## src/rtl/axis_rr_if.sv

```systemverilog
// Stream bundle between NUM_INPUTS requesters and one shared sink.
// The slave modport is the arbiter's view; master is the environment's view.
interface axis_rr_if #(
   parameter int DATA_WIDTH = 8,
   parameter int NUM_INPUTS = 4
);
   logic [NUM_INPUTS*DATA_WIDTH-1:0] idata;
   logic [NUM_INPUTS-1:0]            ivalid;
   logic [NUM_INPUTS-1:0]            ilast;
   logic [NUM_INPUTS-1:0]            iready;
   logic [DATA_WIDTH-1:0]            odata;
   logic                             olast;
   logic                             ovalid;
   logic                             oready;

   modport slave (
      input  idata, ivalid, ilast, oready,
      output iready, odata, olast, ovalid
   );

   modport master (
      output idata, ivalid, ilast, oready,
      input  iready, odata, olast, ovalid
   );
endinterface

```

## src/rtl/axis_rr_arbiter.sv

```systemverilog
// Packet/burst round-robin arbiter sharing one AXI-stream sink between
// NUM_INPUTS requesters; the data path is combinational from the owner.
//
// state | meaning
// IDLE  | no owner; pick next requester after grant, one bubble per grant
// BUSY  | grant owns the sink until an ilast beat or MAX_BURST beats
module axis_rr_arbiter #(
   parameter int DATA_WIDTH = 8,
   parameter int NUM_INPUTS = 4,
   parameter int MAX_BURST  = 16,
   localparam int GW = $clog2(NUM_INPUTS),
   localparam int CW = $clog2(MAX_BURST + 1)
) (
   input  logic          clock,
   input  logic          resetn,
   axis_rr_if.slave      bus,
   output logic [GW-1:0] grant,
   output logic          busy
);

   typedef enum logic {IDLE, BUSY} state_t;

   state_t        state;
   logic [CW-1:0] count;
   logic          pick_found;
   logic [GW-1:0] pick;
   logic          accept;
   logic          burst_end;
   int            idx;

   assign busy      = (state == BUSY);
   assign accept    = busy && bus.ivalid[grant] && bus.oready;
   assign burst_end = bus.ilast[grant] || (count == CW'(MAX_BURST - 1));

   // Scan starts just after the last owner so every requester gets its turn.
   always_comb begin
      pick_found = 1'b0;
      pick       = grant;
      idx        = 0;
      for (int k = 1; k <= NUM_INPUTS; k++) begin
         idx = int'(grant) + k;
         if (idx >= NUM_INPUTS) idx = idx - NUM_INPUTS;
         if (!pick_found && bus.ivalid[GW'(idx)]) begin
            pick_found = 1'b1;
            pick       = GW'(idx);
         end
      end
   end

   always_comb begin
      bus.odata  = '0;
      bus.olast  = 1'b0;
      bus.ovalid = 1'b0;
      bus.iready = '0;
      if (busy) begin
         bus.odata         = bus.idata[grant*DATA_WIDTH +: DATA_WIDTH];
         bus.olast         = bus.ilast[grant];
         bus.ovalid        = bus.ivalid[grant];
         bus.iready[grant] = bus.oready;
      end
   end

   always_ff @(posedge clock or negedge resetn) begin
      if (!resetn) begin
         state <= IDLE;
         grant <= GW'(NUM_INPUTS - 1);
         count <= '0;
      end else begin
         case (state)
            IDLE: begin
               if (pick_found) begin
                  state <= BUSY;
                  grant <= pick;
                  count <= '0;
               end
            end
            BUSY: begin
               if (accept) begin
                  count <= count + 1'b1;
                  if (burst_end) state <= IDLE;
               end
            end
            default: state <= IDLE;
         endcase
      end
   end

endmodule
```

## src/flat_wrapper.sv

```systemverilog
// flat-port wrapper written by rule: the top's interface ports become plain ports
module axis_rr_arbiter_flat 
#(
   parameter int DATA_WIDTH = 8,
   parameter int NUM_INPUTS = 4,
   parameter int MAX_BURST  = 16,
   localparam int GW = $clog2(NUM_INPUTS),
   localparam int CW = $clog2(MAX_BURST + 1)
)
  (clock, resetn, grant, busy, bus_idata, bus_ivalid, bus_ilast, bus_oready, bus_iready, bus_odata, bus_olast, bus_ovalid);
  axis_rr_if #(.DATA_WIDTH(DATA_WIDTH), .NUM_INPUTS(NUM_INPUTS)) bus_i ();
  input  logic clock;
  input  logic resetn;
  output logic [GW-1:0] grant;
  output logic busy;
  input wire logic [$bits(bus_i.idata)-1:0] bus_idata;
  input wire logic [$bits(bus_i.ivalid)-1:0] bus_ivalid;
  input wire logic [$bits(bus_i.ilast)-1:0] bus_ilast;
  input wire logic [$bits(bus_i.oready)-1:0] bus_oready;
  output wire logic [$bits(bus_i.iready)-1:0] bus_iready;
  output wire logic [$bits(bus_i.odata)-1:0] bus_odata;
  output wire logic [$bits(bus_i.olast)-1:0] bus_olast;
  output wire logic [$bits(bus_i.ovalid)-1:0] bus_ovalid;
  assign bus_i.idata = bus_idata;
  assign bus_i.ivalid = bus_ivalid;
  assign bus_i.ilast = bus_ilast;
  assign bus_i.oready = bus_oready;
  assign bus_iready = bus_i.iready;
  assign bus_odata = bus_i.odata;
  assign bus_olast = bus_i.olast;
  assign bus_ovalid = bus_i.ovalid;
  axis_rr_arbiter #(.DATA_WIDTH(DATA_WIDTH), .NUM_INPUTS(NUM_INPUTS), .MAX_BURST(MAX_BURST)) u_core (.clock(clock), .resetn(resetn), .bus(bus_i), .grant(grant), .busy(busy));
endmodule
```

## config.mk

```make
export PLATFORM = sky130hd
export DESIGN_NAME = axis_rr_arbiter_flat
export DESIGN_NICKNAME = d
export VERILOG_FILES = /design/src/rtl/axis_rr_if.sv /design/src/rtl/axis_rr_arbiter.sv /design/src/flat_wrapper.sv
export SDC_FILE = /design/constraint.sdc
export NUM_CORES = 1
export LEC_CHECK = 0
export BUFFER_PORTS_ARGS = -buffer_cell sky130_fd_sc_hd__buf_2
export CORE_MARGIN = 2
export CORE_UTILIZATION = 38
export CTS_CLUSTER_SIZE = 8
export DETAILED_ROUTE_END_ITERATION = 6
export GPL_ROUTABILITY_DRIVEN = 1
export PLACE_DENSITY = 0.76
export SLEW_MARGIN = 20
export SYNTH_ARGS = -nofsm -noshare
export SYNTH_HDL_FRONTEND = slang
export SYNTH_SLANG_ARGS = --single-unit
```

## constraint.sdc

```tcl
create_clock -name clock -period 2 [get_ports clock]
set_input_delay 0.5 -clock clock [delete_from_list [all_inputs] [get_ports clock]]
set_output_delay 0.5 -clock clock [all_outputs]
set_load 0.005 [all_outputs]
```

### After elaboration in Yosys (flattened, before gate mapping)

Cells that the tools add are included.

| word-level totals | value |
|---|---|
| bits of input ports | 43 |
| register bits | 8 |
| output and inout port bits | 17 |
| word-level logic and storage cells | 82 |

| operators by class | value |
|---|---|
| bitwise operators | 2 |
| shift operators | 1 |
| $add $sub $neg | 9 |
| magnitude comparators | 10 |
| eq/ne operators | 3 |
| reduce and logical (&&, ||, !) cells | 13 |
| mux-type cells | 41 |

Operator list:

| operator | number |
|---|---|
| 32-bit by 6-bit variable part select with 8-bit output | 1 |
| 1-bit two-way mux | 20 |
| 2-bit by 4-bit < comparator with 1-bit output (second input constant) | 4 |
| 2-bit two-way mux | 8 |
| 1-bit binary-select mux with 2-bit select | 6 |
| 5-bit two-way mux | 2 |
| 5-bit case mux with 2 select lines | 1 |
| 3-bit greater-or-equal comparator (second input constant) | 3 |
| 8-bit two-way mux | 1 |
| 2-bit by 1-bit subtractor with 2-bit output (second input constant) | 4 |
| 2-bit by 2-bit adder with 3-bit output (second input constant) | 2 |
| 1-bit logical AND | 6 |
| 5-bit by 1-bit adder with 5-bit output (second input constant) | 1 |
| 5-bit by 4-bit == test with 1-bit output (second input constant) | 1 |
| 2-bit by 3-bit adder with 4-bit output (second input constant) | 1 |
| 4-bit AND | 1 |
| 4-bit by 3-bit greater-or-equal comparator with 1-bit output (second input constant) | 1 |
| 4-bit two-way mux | 1 |
| 4-bit nonzero test | 1 |
| 2-bit by 1-bit adder with 3-bit output (second input constant) | 1 |
| 1-bit logical NOT | 3 |
| 2-bit by 3-bit < comparator with 1-bit output (second input constant) | 1 |
| 3-bit AND reduction | 1 |
| 1-bit demux with 2-bit select | 1 |
| 7 further kinds | 7 |

### Depth between registers and ports, before layout

Gate-level depths: netlist of the first run.

| depth | value |
|---|---|
| depth after elaboration | 18 |
| depth in mapped cells | 8 |
| mapped depth without buffers | 7 |

### Worst setup path before layout of the first run

Ideal clock, no wire load.

| path | value |
|---|---|
| kind | reg2reg |
| start point | register u_core.grant[0] |
| end point | register u_core.grant[1] |
| path buffers | 1 |
| library setup time | 0.062 ns |
| data required time | 1.938 ns |
| arrival | 2.119 ns |
| clock period less this slack | 2.181 ns |
| setup slack | -0.181 ns |
| cell stages (with the launch flop) | 9 |
| path through | dfstp_2 -> buf_6 -> inv_1 -> ha_1 -> mux2_2 -> nor2_1 -> nor2_1 -> a2111oi_0 -> a311o_1 |

| between the ends | value |
|---|---|
| longest elaborated chain between the ends | 17 |
| elaborated cells between the ends (all ways) | 44 |
| those cells by class | 8 x add/sub; 4 x order compare; 24 x mux; 8 x reduce/logical |

RTL lines:

| what | RTL line | RTL |
|---|---|---|
| from (decl) | axis_rr_arbiter.sv:17 | `output logic [GW-1:0] grant,` |
| from (signal assigned) | axis_rr_arbiter.sv:66 | `grant <= GW'(NUM_INPUTS - 1);` |
| from (signal assigned) | axis_rr_arbiter.sv:73 | `grant <= pick;` |
| 2-bit by 1-bit adder with 3-bit output | axis_rr_arbiter.sv:41 | `idx = int'(grant) + k;` |
| 3-bit greater-or-equal comparator or 2-bit by 1-bit subtractor with 2-bit output (tied branches) | axis_rr_arbiter.sv:42 | `if (idx >= NUM_INPUTS) idx = idx - NUM_INPUTS;` |
| 2-bit two-way mux | axis_rr_arbiter.sv:42 |  |
| 1-bit binary-select mux with 2-bit select | axis_rr_arbiter.sv:43 | `if (!pick_found && bus.ivalid[GW'(idx)]) begin` |
| 1-bit two-way mux (not written as such) (2 in a row) | axis_rr_arbiter.sv:43 |  |
| 1-bit two-way mux | axis_rr_arbiter.sv:43 |  |
| 1-bit logical NOT | axis_rr_arbiter.sv:43 |  |
| 1-bit logical AND | axis_rr_arbiter.sv:43 |  |
| 1-bit two-way mux | axis_rr_arbiter.sv:43 |  |
| 1-bit logical NOT | axis_rr_arbiter.sv:43 |  |
| 1-bit logical AND | axis_rr_arbiter.sv:43 |  |
| 1-bit two-way mux | axis_rr_arbiter.sv:43 |  |
| 1-bit logical NOT | axis_rr_arbiter.sv:43 |  |
| 1-bit logical AND | axis_rr_arbiter.sv:43 |  |
| 4-bit nonzero test (no line) or 1-bit two-way mux (tied branches) | -- |  |
| 3-bit AND reduction (no line) | -- |  |

Parallel ways exist; a longest one is shown, timed or not. The select of a mux whose other input is x is not followed.
A chain may end at the register's enable or synchronous reset.

### Worst setup path in the final report of the first run

| path | value |
|---|---|
| start point | register u_core.grant[0] |
| end point | output bus_olast |

| between the ends | value |
|---|---|
| longest elaborated chain between the ends | 3 |

RTL lines:

| what | RTL line | RTL |
|---|---|---|
| 1-bit binary-select mux with 2-bit select | axis_rr_arbiter.sv:57 | `bus.olast = bus.ilast[grant];` |
| 1-bit two-way mux (not written as such) | axis_rr_arbiter.sv:57 |  |
| 1-bit two-way mux | axis_rr_arbiter.sv:55 | `if (busy) begin` |
| to (decl) | flat_wrapper.sv:22 | `output wire logic [$bits(bus_i.olast)-1:0] bus_olast;` |

Every way passes these cells. The select of a mux whose other input is x is not followed.

==> summary.txt, run 1 <==
Setup path
  – Category of the most critical setup path: reg -> out
  – Critical path endpoint category: output pin
  – Arrival time at the worst endpoint: about 1800 ps
  – Crit Path Max Fanout: 10
  – R2R Path Start: u_core.grant[0]
  – Crit path cell chain: buf_12, mux4_2, and2_1, buf_2
  – Setup slack of the most critical reg-to-reg path: -140 ps
  – Delay contributed by the slowest stage of the critical path: 560 ps
  – Depth of the most critical reg-to-reg path: 9
  – Worst setup startpoint: u_core.grant[0]
  – Worst setup SP type: flop
  – Crit Reg-Reg Endpoint: u_core.grant[1]
  – Req. time, crit path: ~1500 ps
  – Slowest cell on crit path: sky130_fd_sc_hd__dfstp_2

Floorplanning
  – Total Die Area: between 0.002 and 0.003 mm²
  – Top Ports: 60
  – Chip width: between 50 and 60 µm
  – Core area: roughly 0.0024 mm²
  – Chip Height: 53.9 µm
  – Core Rows: 18
  – Initial core utilization: 0.393

STA
  – Number of max-slew violations in the final report: 0
  – Setup repair after global routing missed its margin: true
  – Setup Viol. Count Final: 15
  – Transition time at the pin with the least slew margin: 585 ps
  – Post-Route Skew: around 2.1 ps
  – Shortest period the worst path allows: 2270 ps
  – Slack of the critical path: -272 ps
  – Relative slew slack: 0.610
  – Endpoints failing hold: 0
  – Achievable frequency: between 400 and 500 MHz
  – Final-layout setup total negative slack: -2930 ps
  – Worst hold-check slack: ~59 ps
  – Crit share post-route: 1.14

Synthesis
  – Share of synthesized flip-flops with an asynchronous set or reset: 1.00
  – Syn_nets: 142
  – Count of flip-flops with a built-in enable after synthesis: 0
  – Synthesized area: ~950 µm²
  – Number of flip-flops and latches in the synthesized netlist: 8
  – Fraction of post-synthesis cell area in the top cell type by area: 0.214
  – Dominant synthesized flop cell: sky130_fd_sc_hd__dfrtp_1
  – Avg Synthesized Cell Area: slightly above 10 µm²
  – Count of cell types in the netlist: 29
  – Count of warnings emitted by yosys: 0
  – Dominant cell type by area after synthesis: sky130_fd_sc_hd__mux4_2
  – Top cells by area in the synthesized netlist: sky130_fd_sc_hd__mux4_2 (21%), sky130_fd_sc_hd__dfrtp_1 (16%), sky130_fd_sc_hd__ha_1 (7.9%)
  – Share of the yosys chip area belonging to registers: 0.214
  – Cells after Synth: 93

Route
  – Mean number of vias per cell: 5.52
  – Total wirelength of the detailed-routed design: 3.26 mm
  – Post-route DRC: 0
  – First-pass detailed-route iteration total: 4
  – Drt wl/cell: between 15 and 20 µm
  – Antenna Violating Nets Remaining: 0
  – Count of vias placed by the detailed router: between 1000 and 1500
  – Starting DRT DRC Count: 30

Outcome
  – Outcome: finished with violations
  – Failing checks: negative setup slack

Power
  – Peak supply drop: 0.000815 V
  – Leakage: just under 0.8 nW
  – PwrDens: ~1400 mW/mm²

Global route
  – Global Route Usage Sum: 0.204
  – Overflow after GRT: 0
  – Number of antenna violations at the first check in global routing: 0
  – Vias in the first global route: ~960
  – Largest net degree at the start of global routing: 23
  – Wire length of the first global-routing pass: roughly 4.2 mm

Clock tree
  – Master cell of the clock root buffer: sky130_fd_sc_hd__clkbuf_4
  – Clk Latency, worst-skew pair: between 200 and 300 ps
  – H-tree depth reported by CTS: 1
  – Clock tree from TritonCTS: built
  – Number of hold buffers added after CTS: 0
  – Number of buffers added by the clock tree synthesis step: 3
  – Clock-pin slew on the worst setup and hold paths: 60 ps
  – Max Buffers Root-to-Sink: 2
  – Sinks on the clock net: 8

Final layout
  – Share of final-layout standard cells stronger than drive strength 1: 0.655
  – Area growth, synth to finish: 68.4%
  – Antenna diode count: 0
  – Count of nets after finishing: roughly 220

Run
  – # Max-Cap Violations: 0

Place
  – Port buffer count: between 50 and 60
  – HPWL after detailed placement: 2.21 mm
  – Weighted congestion reported at the end of routability-driven placement: just under 0.8
  – Setup slack after placement: -79.0 ps

Worst hold path
  – Worst min path class: in -> async
## critical path: cells and delay by family, from the launching register on
family	cells	cell delay, ps
muxes	1	510
and+or+nand+nor	1	170
DFF	1	560
buffers and inverters	2	260
## cell usage after synthesis (4+ instances only)
cell type,n
sky130_fd_sc_hd__nand2_1,9
sky130_fd_sc_hd__inv_1,4
sky130_fd_sc_hd__ha_1,6
sky130_fd_sc_hd__nor2_1,6
sky130_fd_sc_hd__and3_1,6
sky130_fd_sc_hd__o21ai_0,5
sky130_fd_sc_hd__dfrtp_1,6
sky130_fd_sc_hd__nand3_1,5
sky130_fd_sc_hd__mux4_2,9
sky130_fd_sc_hd__and2_1,10
## metrics by stage
stage	utilization	power [W]	area (µm²)	std cells
2_1_floorplan	-	0.00118	975	93
3_3_place_gp	0.572	0.00161	1380	190
3_5_place_dp	0.572	0.00167	1380	190
4_1_cts	0.625	0.00208	1510	200
5_1_grt	0.661	0.00246	1590	201
6_report	0.661	0.00229	1590	201
## layer usage
layer,part of all wire,vias to the layer above,global-route usage
met5,0,-,0
met4,0.013,0,0.0812
met3,0.089,5,0.0361
met2,0.53,59,0.362
met1,0.37,531,0.240
li1,-,514,-
## flip-flops by register name, summed over array words and instances (netlist names)
name / flops
u_core.grant: 2
u_core.count: 5
u_core.busy: 1
## cell type report
| class | instances | area, µm² |
|---|---|---|
| clock buffers | 4 | 26.3 |
| fillers | 178 | 817 |
| inverters | 4 | 17.5 |
| multi-input cells | 76 | 801 |
| flip-flops and latches | 8 | 203 |
| well taps | 30 | 37.5 |
| repair buffers | 79 | 508 |
## cell usage in the layout, fill, tap and decap left out
cell type	count
sky130_fd_sc_hd__nand2_2	1
sky130_fd_sc_hd__nand3_1	5
sky130_fd_sc_hd__o21ai_0	5
sky130_fd_sc_hd__mux2i_1	2
sky130_fd_sc_hd__and3_4	1
sky130_fd_sc_hd__clkbuf_1	1
sky130_fd_sc_hd__mux2_4	3
sky130_fd_sc_hd__inv_1	3
sky130_fd_sc_hd__nor2b_1	1
sky130_fd_sc_hd__a2111oi_4	1
sky130_fd_sc_hd__dfstp_2	2
sky130_fd_sc_hd__clkbuf_4	3
sky130_fd_sc_hd__mux2i_4	1
sky130_fd_sc_hd__a311o_1	1
sky130_fd_sc_hd__nor2b_4	1
sky130_fd_sc_hd__nor2_2	1
sky130_fd_sc_hd__ha_2	1
sky130_fd_sc_hd__a22oi_1	1
sky130_fd_sc_hd__o311ai_4	1
sky130_fd_sc_hd__and3_1	5
sky130_fd_sc_hd__ha_1	3
sky130_fd_sc_hd__nand4_1	1
sky130_fd_sc_hd__nor2_4	1
sky130_fd_sc_hd__and2_4	1
sky130_fd_sc_hd__o41ai_1	1
sky130_fd_sc_hd__and2_1	9
sky130_fd_sc_hd__mux4_2	11
sky130_fd_sc_hd__buf_4	11
sky130_fd_sc_hd__buf_2	57
sky130_fd_sc_hd__a211oi_2	1
sky130_fd_sc_hd__nor2_1	4
sky130_fd_sc_hd__nand2_1	8
sky130_fd_sc_hd__a21oi_1	2
sky130_fd_sc_hd__o31ai_1	1
sky130_fd_sc_hd__buf_6	8
sky130_fd_sc_hd__ha_4	2
sky130_fd_sc_hd__inv_4	1
sky130_fd_sc_hd__dfrtp_1	6
sky130_fd_sc_hd__buf_8	2
sky130_fd_sc_hd__buf_12	1
## report_power, final
| group | switching (W) | total, W | internal [W] |
|---|---|---|---|
| Clock | 0.0000694 | 0.000147 | 0.0000773 |
| Combinational | 0.000780 | 0.00183 | 0.00105 |
| Sequential | 0.0000855 | 0.000317 | 0.000231 |
## cells by family after synthesis
logic type	Yosys count	synth area share
buffers and inverters	9	0.0463
muxes	17	0.349
AOI/OAI and AO/OA	14	0.0992
and+or+nand+nor	39	0.212
DFF	8	0.214
adders and majority gates	6	0.0794
## repair_timing
item | CTS | global route
gates resized for setup | 16 | 20
gates cloned | 0 | 0
pin swaps | 2 | 3
endpoints found under the setup margin | 13 | 17
buffers inserted | 6 | 3
## worst max-delay path by stage
stage                      endpoint  slack (ps)
CTS                    bus_odata[5]        -280
floorplan           u_core.grant[1]         -40
global placement          bus_olast         -20
detailed placement  u_core.grant[1]         -80
global route              bus_olast        -330
finish                    bus_olast        -270
Power figures use the tool's default switching activity.
==> inputs of run 2 (changes only) <==
Settings changed: SKIP_CTS_REPAIR_TIMING set to 1.
==> run 2 against run 1 <==
Against the previous run: largest cell class unchanged; total power fell by 11%; wire length fell by 12%; count of clock-buffer cells in the layout did not move; clock skew rose by 2.5 ps; critical path depth did not move; global-route usage fell by 1.8 points; combinational power fell by 15%; critical endpoint is now bus_odata[4]; clock power rose by 3%; die area did not move; the run still ends with negative setup slack left; sequential cell count did not move; final cell count fell by 3.0%.
==> summary.txt, run 2 (synthesis gave the netlist of run 1 again) <==
Place
  – Port buffer count: 59 (unchanged)
  – Number of instances in the placed design: 190 (unchanged)
  – Post-place instance area: 0.00138 mm² (unchanged)
  – Weighted congestion reported at the end of routability-driven placement: 0.786 (unchanged)
  – HPWL after detailed placement: 2.21 mm (unchanged)

Global route
  – Largest net degree at the start of global routing: 23 (unchanged)
  – Met2 routing resource usage after global routing: 0.341 (was 0.362)
  – Wire length of the first global-routing pass: 3.86 mm (was 4.23 mm)
  – Vias in the first global route: 906 (was 964)
  – Number of antenna violations at the first check in global routing: 0 (unchanged)
  – M1 GR Usage: 0.209 (was 0.240)
  – Global Route met3 Usage: 0.0333 (was 0.0361)
  – Global Route Usage Sum: 0.186 (was 0.204)
  – Most congested layer reported by global routing: met2 (unchanged)
  – Overflow after GRT: 0 (unchanged)

STA
  – Transition time at the pin with the least slew margin: 587 ps (was 585 ps)
  – Setup Viol. Count Final: 13 (was 15)
  – Achievable frequency: 437 MHz (was 440 MHz)
  – Relative slew slack: 0.609 (was 0.610)
  – Post-Route Skew: 4.64 ps (was 2.15 ps)
  – Crit share post-route: 1.14 (about the same)
  – Shortest period the worst path allows: 2290 ps (was 2270 ps)
  – Setup repair after global routing missed its margin: true (unchanged)
  – Endpoints failing hold: 0 (unchanged)
  – Worst hold-check slack: 54.3 ps (was 59.3 ps)
  – Number of max-slew violations in the final report: 0 (unchanged)
  – Slack of the critical path: -289 ps (was -272 ps)

Floorplanning
  – Initial core utilization: 0.393 (unchanged)
  – Core Rows: 18 (unchanged)
  – Chip Height: 53.9 µm (unchanged)
  – Total Die Area: 0.00290 mm² (unchanged)
  – Top Ports: 60 (unchanged)
  – Chip width: 53.9 µm (unchanged)
  – Core area: 0.00241 mm² (unchanged)

Clock tree
  – Sinks on the clock net: 8 (unchanged)
  – Max Buffers Root-to-Sink: 2 (unchanged)
  – Master cell of the clock root buffer: sky130_fd_sc_hd__clkbuf_4 (unchanged)
  – H-tree depth reported by CTS: 1 (unchanged)
  – Clock tree from TritonCTS: built (unchanged)
  – Clk Latency, worst-skew pair: 280 ps (was 270 ps)
  – Clock-pin slew on the worst setup and hold paths: 70 ps (was 60 ps)
  – Number of buffers added by the clock tree synthesis step: 3 (unchanged)

Route
  – Antenna Violating Nets Remaining: 0 (unchanged)
  – Drt wl/cell: 14.7 µm (was 16.2 µm)
  – Total wirelength of the detailed-routed design: 2.87 mm (was 3.26 mm)
  – Count of vias placed by the detailed router: 1043 (was 1109)
  – Starting DRT DRC Count: 19 (was 30)
  – Post-route DRC: 0 (unchanged)
  – Mean number of vias per cell: 5.35 (was 5.52)
  – First-pass detailed-route iteration total: 4 (unchanged)

Final layout
  – Share of final-layout standard cells stronger than drive strength 1: 0.606 (was 0.655)
  – Count of nets after finishing: 215 (was 221)
  – Combined flip-flop and latch cell area: 203 µm² (unchanged)
  – Cell area after layout: 0.00148 mm² (was 0.00159 mm²)
  – Most frequent standard cell in the layout excluding fill and tap cells: sky130_fd_sc_hd__buf_2 (unchanged)
  – Most frequent cells in the layout: sky130_fd_sc_hd__buf_2 (55), sky130_fd_sc_hd__mux4_2 (11), sky130_fd_sc_hd__buf_4 (10) (was sky130_fd_sc_hd__buf_2 (57), sky130_fd_sc_hd__mux4_2 (11), sky130_fd_sc_hd__buf_4 (11))
  – Final standard cell count with taps included and fillers excluded: 195 (was 201)
  – Number of filler instances in the final layout: 210 (was 178)
  – Largest register FFs: 5 (unchanged)
  – Area growth, synth to finish: 56.0% (was 68.4%)
  – Register ranked first by flip-flop count: u_core.count (unchanged)
  – Antenna diode count: 0 (unchanged)
  – Footprint of the multi-input gates: 724 µm² (was 801 µm²)
  – Share of the core filled with cells: 0.612 (was 0.661)

Power
  – PwrDens: 1380 mW/mm² (was 1440 mW/mm²)
  – Leakage: 0.757 nW (was 0.785 nW)
  – Peak supply drop: 0.000724 V (was 0.000815 V)

Setup path
  – Crit Path Max Fanout: 5 (was 10)
  – R2R Path Start: u_core.grant[0] (unchanged)
  – Req. time, crit path: 1500 ps (about the same)
  – Crit Reg-Reg Endpoint: u_core.grant[1] (unchanged)
  – Depth of the most critical reg-to-reg path: 8 (was 9)
  – Arrival time at the worst endpoint: 1790 ps (was 1770 ps)
  – Critical path endpoint category: output pin (unchanged)
  – Category of the most critical setup path: reg -> out (unchanged)
  – Setup slack of the most critical reg-to-reg path: -100 ps (was -140 ps)
  – Worst setup SP type: flop (unchanged)

Outcome
  – Failing checks: negative setup slack (unchanged)
  – Outcome: finished with violations (unchanged)

Run
  – # Max-Cap Violations: 0 (unchanged)

Worst hold path
  – Worst min path class: in -> async (unchanged)
==> run 2: cell count changes in the layout (fill, tap and decap cells not counted), moves of 2 or more <==
cell and change:
sky130_fd_sc_hd__buf_2 -2, sky130_fd_sc_hd__and2_1 -3, sky130_fd_sc_hd__nor2_1 +2, sky130_fd_sc_hd__and2_4 +3, sky130_fd_sc_hd__buf_6 -3, sky130_fd_sc_hd__ha_1 +2
==> run 2: how the worst max path moves through the flow <==
stage                          from              end  slack (ps)
finish              u_core.grant[0]     bus_odata[4]        -290
CTS                 u_core.grant[0]        bus_olast        -350
global placement    u_core.grant[0]        bus_olast         -20
detailed placement  u_core.grant[0]  u_core.grant[1]         -80
floorplan           u_core.grant[0]  u_core.grant[1]         -40
global route        u_core.grant[0]       bus_ovalid        -330
==> run 2: critical path, stage by stage, from the launching register on <==
cell and delay, ps:
sky130_fd_sc_hd__dfstp_2 590, sky130_fd_sc_hd__clkbuf_16 160, sky130_fd_sc_hd__mux4_2 490, sky130_fd_sc_hd__and2_4 170, sky130_fd_sc_hd__buf_6 100
==> run 2: final cells by class <==
| class | count | area share |
|---|---|---|
| tap | 30 | 0.0254 |
| sequential | 8 | 0.137 |
| clock buffer | 4 | 0.0178 |
| inverter | 4 | 0.0119 |
| timing repair buffer | 73 | 0.316 |
| multi-input combinational | 76 | 0.491 |
==> run 2: power breakdown <==
group | total (W) | internal [W] | switching, W
clock network | 0.000152 | 0.0000775 | 0.0000749
logic | 0.00156 | 0.000940 | 0.000621
registers | 0.000323 | 0.000231 | 0.0000916
==> run 2: stage by stage <==
step	TNS, ps	worst slack (ps)	total power (W)
3_5_place_dp	-130	-79.0	0.00167
6_report	-3040	-289	0.00204
3_3_place_gp	-22.1	-22.1	0.00161
4_1_cts	-2940	-350	0.00182
5_1_grt	-3760	-332	0.00220
2_1_floorplan	-155	-37.2	0.00118
==> run 2: layer usage <==
layer / share of wire / routed length, µm
met1: 0.41 / 1170
met2: 0.49 / 1410
met3: 0.087 / 249
met4: 0.011 / 32
met5: 0 / 0
==> inputs of run 3 (changes only) <==
--- a/config.mk
+++ b/config.mk
@@ -12,4 +12,5 @@
 export DETAILED_ROUTE_END_ITERATION = 6
 export GPL_ROUTABILITY_DRIVEN = 1
+export HOLD_SLACK_MARGIN = 0.03
 export PLACE_DENSITY = 0.76
 export SKIP_CTS_REPAIR_TIMING = 1
==> constraint.sdc (replaced) <==
create_clock -name clock -period 2 [get_ports clock]
set_input_delay 0.1 -clock clock [delete_from_list [all_inputs] [get_ports clock]]
set_output_delay 0.1 -clock clock [all_outputs]
set_load 0.005 [all_outputs]
==> run 3 against run 2 <==
Against the previous run: the flow still finishes with violations (negative setup slack); global-route usage decreased by 1.1 points; design area decreased by 6.0%; clock power decreased by 6%; utilization decreased by 3.7 points; non-clock buffer count decreased by 6; via count decreased by 2.5%; combinational power decreased by 13%.
==> summary.txt, run 3 (synthesis gave the netlist of run 1 again) <==
Power
  – Fraction of power spent switching nets: 0.409 (was 0.387)
  – Relative contribution of combinational cells to total power: 0.747 (was 0.767)
  – Design internal power: 0.00107 W (was 0.00125 W)
  – Net switching component of the power: 0.000739 W (was 0.000788 W)
  – Flop pwr share: 0.174 (was 0.159)
  – PwrDens: 1300 mW/mm² (was 1380 mW/mm²)
  – Fraction of power consumed by the clock network: 0.079 (was 0.075)
  – Peak supply drop: 0.000669 V (was 0.000724 V)
  – Total power draw: 0.00181 W (was 0.00204 W)
  – Leakage: 0.709 nW (was 0.757 nW)

Setup path
  – Delay contributed by the slowest stage of the critical path: 590 ps (about the same)
  – Depth of the most critical reg-to-reg path: 7 (was 8)
  – Worst setup SP type: flop (unchanged)
  – Critical path depth in cells: 5 (was 4)
  – Number of buffers and inverters on the critical path: 3 (was 2)
  – Critical path endpoint category: output pin (unchanged)
  – Crit path cell chain: buf_4, clkbuf_16, mux4_2, and2_1, buf_2 (was clkbuf_16, mux4_2, and2_4, buf_6)
  – Arrival time at the worst endpoint: 1910 ps (was 1790 ps)
  – Category of the most critical setup path: reg -> out (unchanged)
  – Crit Path Max Fanout: 10 (was 5)
  – Slowest cell on crit path: sky130_fd_sc_hd__dfstp_2 (unchanged)
  – Req. time, crit path: 1900 ps (was 1500 ps)
  – Cell family contributing the most delay on the critical path: flip-flops (unchanged)

Clock tree
  – Max Buffers Root-to-Sink: 2 (unchanged)
  – Clock-pin slew on the worst setup and hold paths: 70 ps (about the same)
  – H-tree depth reported by CTS: 1 (unchanged)
  – Master cell of the clock root buffer: sky130_fd_sc_hd__clkbuf_4 (unchanged)
  – Sinks on the clock net: 8 (unchanged)
  – Clock tree from TritonCTS: built (unchanged)
  – Clk Latency, worst-skew pair: 270 ps (was 280 ps)
  – Number of buffers added by the clock tree synthesis step: 3 (unchanged)

STA
  – Achievable frequency: 497 MHz (was 437 MHz)
  – Endpoints failing hold: 0 (unchanged)
  – Worst hold-check slack: 203 ps (was 54.3 ps)
  – Post-Route Skew: 8.85 ps (was 4.64 ps)
  – Shortest period the worst path allows: 2010 ps (was 2290 ps)
  – Setup Viol. Count Final: 2 (was 13)
  – Final-layout setup total negative slack: -15.4 ps (was -3040 ps)
  – Slack of the critical path: -12.4 ps (was -289 ps)
  – Number of max-slew violations in the final report: 0 (unchanged)
  – Transition time at the pin with the least slew margin: 523 ps (was 587 ps)
  – Crit share post-route: 1.01 (was 1.14)
  – Setup repair after global routing missed its margin: true (unchanged)
  – Relative slew slack: 0.652 (was 0.609)

Final layout
  – Number of filler instances in the final layout: 223 (was 210)
  – Count of nets after finishing: 209 (was 215)
  – Largest register FFs: 5 (unchanged)
  – Antenna diode count: 0 (unchanged)
  – Most frequent standard cell in the layout excluding fill and tap cells: sky130_fd_sc_hd__buf_2 (unchanged)
  – Most frequent cells in the layout: sky130_fd_sc_hd__buf_2 (59), sky130_fd_sc_hd__mux4_2 (11), sky130_fd_sc_hd__and2_1 (10) (was sky130_fd_sc_hd__buf_2 (55), sky130_fd_sc_hd__mux4_2 (11), sky130_fd_sc_hd__buf_4 (10))
  – Footprint of the multi-input gates: 714 µm² (was 724 µm²)
  – Area growth, synth to finish: 46.6% (was 56.0%)
  – Share of final-layout standard cells stronger than drive strength 1: 0.560 (was 0.606)
  – Share of the core filled with cells: 0.575 (was 0.612)
  – Combined flip-flop and latch cell area: 203 µm² (unchanged)
  – Register ranked first by flip-flop count: u_core.count (unchanged)

Global route
  – Largest net degree at the start of global routing: 23 (unchanged)
  – Wire length of the first global-routing pass: 3.69 mm (was 3.86 mm)
  – Vias in the first global route: 908 (was 906)
  – Overflow after GRT: 0 (unchanged)
  – Number of antenna violations at the first check in global routing: 0 (unchanged)
  – Global Route Usage Sum: 0.175 (was 0.186)

Run
  – # Max-Cap Violations: 0 (unchanged)

Place
  – Weighted congestion reported at the end of routability-driven placement: 0.863 (was 0.786)
  – HPWL after detailed placement: 2.05 mm (was 2.21 mm)
  – Port buffer count: 59 (unchanged)
  – Setup slack after placement: 24.8 ps (was -79.0 ps)

Route
  – Total wirelength of the detailed-routed design: 2.65 mm (was 2.87 mm)
  – First-pass detailed-route iteration total: 3 (was 4)
  – Mean number of vias per cell: 5.38 (was 5.35)
  – Count of vias placed by the detailed router: 1017 (was 1043)
  – Starting DRT DRC Count: 22 (was 19)
  – Post-route DRC: 0 (unchanged)
  – Drt wl/cell: 14.0 µm (was 14.7 µm)
  – Antenna Violating Nets Remaining: 0 (unchanged)

Floorplanning
  – Top Ports: 60 (unchanged)
  – Total Die Area: 0.00290 mm² (unchanged)
  – Initial core utilization: 0.393 (unchanged)
  – Chip Height: 53.9 µm (unchanged)
  – Core Rows: 18 (unchanged)
  – Core area: 0.00241 mm² (unchanged)
  – Chip width: 53.9 µm (unchanged)

Worst hold path
  – Worst min path class: in -> async (unchanged)

Outcome
  – Outcome: finished with violations (unchanged)
  – Failing checks: negative setup slack (unchanged)
-- run 3: layout make-up --
| type | instances | area share |
|---|---|---|
| Clock buffer | 4 | 0.0190 |
| Timing Repair Buffer | 67 | 0.280 |
| Tap cell | 30 | 0.0271 |
| Sequential cell | 8 | 0.146 |
| Inverter | 4 | 0.0126 |
| Multi-Input combinational cell | 76 | 0.515 |
-- run 3: through the flow --
| step | instance area, µm² | cells |
|---|---|---|
| after floorplan | 965 | 93 |
| after global placement | 1320 | 182 |
| after detailed placement | 1320 | 182 |
| after CTS | 1350 | 186 |
| after global routing | 1390 | 189 |
| final | 1390 | 189 |
-- run 3: worst paths after layout --
| kind | slack (ps) | to | from |
|---|---|---|---|
| worst min register to register | 470 | u_core.count[3] | u_core.count[3] |
| worst min-delay path | 200 | u_core.count[4] | resetn |
| min in group clock | 300 | u_core.busy | bus_ivalid[2] |
| max in group asynchronous | 1550 | u_core.grant[0] | resetn |
| worst max register to register | 0 | u_core.grant[1] | u_core.grant[0] |
| worst max-delay path | -10 | bus_odata[2] | u_core.grant[0] |
-- run 3: layer usage --
layer,GRT usage,vias up,routed length (µm),share of wire
met5,0,-,0,0
met1,0.189,485,1010,0.38
met3,0.0583,2,281,0.11
li1,-,484,-,-
met2,0.333,46,1340,0.50
met4,0.0214,0,19,0.0072
-- run 3: power groups by stage --
stage	clock network (W)	logic, W	registers (W)
2_1_floorplan	0	0.000867	0.000291
3_3_place_gp	0	0.00121	0.000311
3_5_place_dp	0	0.00124	0.000316
4_1_cts	0.000144	0.00124	0.000313
5_1_grt	0.000159	0.00148	0.000328
6_report	0.000143	0.00135	0.000314
